**config.mk**
```make
export PLATFORM = sky130hd
export DESIGN_NAME = weight_rom_sequencer
export DESIGN_NICKNAME = d
export VERILOG_FILES = /design/src/rtl/weight_rom_sequencer.sv
export SDC_FILE = /design/constraint.sdc
export NUM_CORES = 1
export LEC_CHECK = 0
export ABC_AREA = 1
export BUFFER_PORTS_ARGS = -buffer_cell sky130_fd_sc_hd__buf_2
export CORE_MARGIN = 1
export CORE_UTILIZATION = 50
export DETAILED_ROUTE_END_ITERATION = 12
export GPL_ROUTABILITY_DRIVEN = 0
export PLACE_DENSITY = 0.78
export RECOVER_POWER = 25
export SLEW_MARGIN = 20
export SYNTH_ARGS = -nofsm -noshare
export SYNTH_HDL_FRONTEND = slang
export SYNTH_SLANG_ARGS = --single-unit
```
**constraint.sdc**
```tcl
create_clock -name iClk -period 3.78 [get_ports iClk]
set_clock_uncertainty 0.15 [all_clocks]
set_input_delay 0.756 -clock iClk [delete_from_list [all_inputs] [get_ports iClk]]
set_output_delay 0.756 -clock iClk [all_outputs]
set_load 0.02 [all_outputs]
```
**src/rtl/weight_rom_sequencer.sv**
```systemverilog
// weight_rom_sequencer: hidden/output-layer weight ROM address sweep with back-pressure and latency-aligned valid
module weight_rom_sequencer #(
  parameter int N_IN = 400,
  parameter int N_HID = 20,
  parameter int OUT_BASE = 512
) (
  input  logic       iClk,
  input  logic       iRst_n,
  input  logic       iStart,
  input  logic       iStall,
  input  logic       iAct_Ready,
  output logic [9:0] oAddr_ROM_0,
  output logic [8:0] oAddr_Hid,
  output logic       oWeight_Valid,
  output logic [8:0] oIdx,
  output logic       oBias,
  output logic       oLayer,
  output logic       oHid_Done,
  output logic       oDone,
  output logic       oBusy
);
  localparam logic [1:0] IDLE = 2'd0, HIDDEN = 2'd1, WAIT_ACT = 2'd2, OUTPUT = 2'd3;
  logic [1:0] state;
  logic [9:0] cnt;
  logic issue, last;
  always_comb begin
    issue = (state == HIDDEN || state == OUTPUT) && !iStall;
    last = cnt == (state == OUTPUT ? 10'(N_HID) : 10'(N_IN));
    oBusy = state != IDLE;
    oAddr_ROM_0 = state == OUTPUT ? 10'(OUT_BASE) + cnt : cnt;
    oAddr_Hid = state == OUTPUT ? 9'd0 : cnt[8:0];
  end
  always_ff @(posedge iClk or negedge iRst_n)
    if (!iRst_n) begin
      state <= IDLE;
      cnt <= '0;
      oWeight_Valid <= 1'b0;
      oIdx <= '0;
      oBias <= 1'b0;
      oLayer <= 1'b0;
      oHid_Done <= 1'b0;
      oDone <= 1'b0;
    end else begin
      oWeight_Valid <= issue;
      oIdx <= cnt[8:0];
      oBias <= issue && last;
      oLayer <= state == OUTPUT;
      oHid_Done <= issue && last && state == HIDDEN;
      oDone <= issue && last && state == OUTPUT;
      if (state == IDLE && iStart) begin
        state <= HIDDEN;
        cnt <= '0;
      end else if (state == WAIT_ACT && iAct_Ready) begin
        state <= OUTPUT;
        cnt <= '0;
      end else if (issue) begin
        cnt <= last ? '0 : cnt + 10'd1;
        if (last) state <= state == HIDDEN ? WAIT_ACT : IDLE;
      end
    end
endmodule

```
Word level (Yosys, flattened, before mapping):

Cells that the tools add are included.

* add/subtract/negate cells: 2
* equal/unequal tests: 4
* multiplexer cells: 12
* reductions and logical operators: 13

Operators by type and width (number)
* two-way mux 10 bit: 5
* two-way mux 9 bit: 2
* adder 10 x 1 -> 10 bit, second input constant: 1
* adder 10 bit, first input constant: 1
* == test 10 x 9 -> 1 bit: 1
* two-way mux 2 bit: 5
* logical AND 1 bit: 6
* nonzero test 3 bit: 2
* == test 2 bit, second input constant: 2
* == test 2 x 1 -> 1 bit, second input constant: 1
* zero test 2 bit: 1
* AND reduction 2 bit: 1
* nonzero test 2 bit: 1
* zero test 1 bit: 1
* logical OR 1 bit: 1

* register bits: 26
* input bits: 5
* output and inout bits: 34
* word-level logic and storage cells: 39

Longest topological paths before layout:

* depth after elaboration: 7
* mapped depth: 10
* depth with buffers taken out: 10

Worst setup path after synthesis:

No wires, ideal clock.

* kind: register -> output
* start point: register state[1]
* end point: output port oAddr_Hid[0]
* arrival: 993 ps
* required time: 2874 ps
* slack: 1881 ps
* cell stages (with the launch flop): 4
* path buffers: 0
* cells stage by stage: dfrtp_1 nand2_1 inv_1 nor2_1

* cells in the longest elaborated chain, start to end: 2

Ends and longest elaborated chain
* from (decl): line 23 `logic [1:0] state;`
* from (signal assigned): line 58 `if (last) state <= state == HIDDEN ? WAIT_ACT : IDLE;`
* == test 2 bit: line 31 `oAddr_Hid = state == OUTPUT ? 9'd0 : cnt[8:0];`
* two-way mux 9 bit: line 31
* to (decl): line 13 `output logic [8:0] oAddr_Hid,`

Every way passes these cells.

Worst setup path in the final report:

Ends and elaborated chain as after synthesis.

==> impl_metrics.json <==
{
  "r2r-end": "cnt[2]$_DFFE_PN0P_",
  "fin_total_pwr_mw": 1.16,
  "drt_iter0_drc": 25,
  "syn_inst": 156,
  "cts-buffers-inserted": 3,
  "wire_per_inst_um": 11.5,
  "path_delay_family": "flip-flops",
  "io_buffers": 38,
  "cts_buffer_depth": 2,
  "synth-xor-area-share": 0.00681,
  "path_cells": "nand2_1 > inv_1 > nor2_1 > buf_2",
  "hp-start": "cnt[5]$_DFFE_PN0P_",
  "synthFlopType": "dfrtp_1",
  "initial_utilization": 0.524,
  "postRouteAntennaNets": 0,
  "grt_remaining_overflow": 0,
  "slowest_delay_ns": 0.48,
  "first_pass_iters": 4,
  "yosysUniqueCellTypes": 17,
  "synth_top_family_by_area": "simple AND/OR/NAND/NOR gates",
  "grt_use_total": 0.204,
  "min_path_type": "reg -> reg",
  "ys_top_cells_by_area": "dfrtp_1 51%, nand2_1 13%, nor2_1 6.1%, inv_1 5.5%, buf_4 5.3%",
  "post-route-period-util": 0.631,
  "fmax_mhz": 419,
  "synth_nets": 166,
  "status": "finished clean",
  "synth.area.mux_share": 0,
  "drc": 0,
  "die_h_um": 52.7,
  "vias": 1081,
  "pin_count": 39,
  "dieArea_um2": 2780,
  "post-synth-top-count-cell": "nand2_1",
  "clock-sinks": 26,
  "slew_headroom": 0.128,
  "maxCapViolations": 0,
  "irDropWorstVdd_mv": 0.510,
  "grt_max_degree": 27,
  "rows": 18,
  "period_needed_ns": 2.38,
  "path_buf_inv": 2,
  "ys_warn_count": 0,
  "antenna_found_initial": 0,
  "wirelength_mm": 2.51,
  "synth_top_area_frac": 0.506,
  "critPathKind": "reg -> out",
  "slew_viol_final": 0,
  "grt_first_pass_wirelength_mm": 4.03,
  "die_x_um": 52.7,
  "ys_ff_latch": 26,
  "fillers": 242,
  "cts_tree": "built",
  "hpwl_mm": 1.92,
  "ctsResizeCount": 0,
  "synth_adder_area_share": 0.0486,
  "post_cts_buffers": 0,
  "power_density_nw_per_um2": 790,
  "clk-insertion-delay-late_ns": 0.32,
  "async_flop_share": 1.00,
  "cp_max_fo": 7,
  "synth_compound_area_frac": 0.0311,
  "fin_tns_setup_ns": 0,
  "cp.required_ns": 2.87,
  "grt_pass1_vias": 981,
  "yosys.area.top_type": "dfrtp_1",
  "cts.hold.buffers_added": 0,
  "final_nets": 199,
  "r2r_start": "state[1]$_DFFE_PN0P_",
  "crit_path_end_kind": "primary output",
  "final-setup-viol-count": 0,
  "whs_endpoint": "oIdx[5]$_DFF_PN0_",
  "synth_edf_count": 0,
  "total_leakage_power_nw": 0.854,
  "cp_slowest_cell": "dfrtp_1",
  "htreeDepth": 1,
  "synth_area_um2": 1290,
  "area_growth_pct": 14.3,
  "holdPathStages": 0,
  "synth_simple_gate_area_share": 0.276,
  "hold_viol": 0,
  "viasPerCell": 4.96,
  "synth_common_cells": "43 x nand2_1, 26 x dfrtp_1, 21 x nor2_1",
  "insertedDiodeCount": 0,
  "start_kind": "flop",
  "seq_area_frac_synth": 0.506,
  "core_area_um2": 2450,
  "clk_pin_slew_ns": 0.13,
  "reg2reg_slack_ns": 1.77,
  "cts-root-buf": "clkbuf_4",
  "rsz0062_at_grt": "no",
  "worst_slew_pin_slew_ns": 1.31,
  "worst_r2r_path_depth": 10,
  "avgSynthCellArea_um2": 8.25,
  "drive_gt1_frac": 0.287,
  "cp.arrival_ns": 1.48
}
-- per-layer routing --
layer  wire, um  GRT usage  vias up
li1           -          -      529
met1       1100      0.248      502
met2       1210      0.352       44
met3        169     0.0290        6
met4         38     0.0965        0
met5          0          0        -
-- placed cells by master (no fill, tap or decap) --
master / count
a21oi_1: 2
buf_2: 37
clkbuf_1: 1
clkbuf_4: 3
clkbuf_8: 1
dfrtp_1: 26
ha_1: 5
inv_1: 19
inv_2: 5
nand2_1: 43
nand2_2: 1
nand3_1: 8
nand3_2: 4
nor2_1: 21
nor2_2: 3
nor3_1: 2
o21ai_0: 2
o21ai_1: 4
xor2_1: 1
-- worst max path at each step --
stage                                     from      endpoint  slack, ns  depth (start not counted)
after floorplan           state[1]$_DFFE_PN0P_  oAddr_Hid[0]       1.88                          3
after global placement    state[1]$_DFFE_PN0P_  oAddr_Hid[1]       1.81                          4
after detailed placement  state[1]$_DFFE_PN0P_  oAddr_Hid[1]       1.76                          4
after CTS                 state[1]$_DFFE_PN0P_  oAddr_Hid[1]       1.39                          4
after global routing      state[1]$_DFFE_PN0P_  oAddr_Hid[3]       1.31                          4
final                     state[1]$_DFFE_PN0P_  oAddr_Hid[0]       1.40                          4
-- where the power goes --
part	total, mW	internal, mW	switching (mW)
Sequential	0.453	0.369	0.0839
Clock	0.137	0.0589	0.0782
Combinational	0.571	0.183	0.387
-- stage by stage --
step	cell area [um2]	utilization	cells	hold slack [ns]	setup slack, ns
5_1_grt	1470	0.599	218	0.304	1.31
2_1_floorplan	1290	-	156	0.245	1.88
3_5_place_dp	1440	0.585	214	0.259	1.76
6_report	1470	0.599	218	0.290	1.40
3_3_place_gp	1440	0.585	214	0.255	1.81
4_1_cts	1470	0.599	218	0.265	1.39
-- cell families (layout without fill, tap and decap cells) --
family / count (synthesis) / after routing
AO/OA/AOI/OAI: 8 / 8
flip-flops: 26 / 26
adder cells (fa/ha/maj): 5 / 5
AND/OR/NAND/NOR: 82 / 82
buffers and inverters: 34 / 66
XOR/XNOR: 1 / 1
-- state kept, by name, indices dropped and copies added, names as in the netlist --
| register | flops |
|---|---|
| cnt | 10 |
| oIdx | 9 |
| state | 2 |
| oBias | 1 |
| oDone | 1 |
| oHid_Done | 1 |
| oLayer | 1 |
| oWeight_Valid | 1 |
-- cell type report --
cell class	count	area (um2)	area share
well taps	30	37.5	0.0255
repair buffers	38	189	0.129
inverters	24	90.1	0.0613
flip-flops and latches	26	651	0.443
multi-input cells	96	467	0.317
clock buffers	4	36.3	0.0247
No activity file was read; power rests on OpenSTA's default activity.
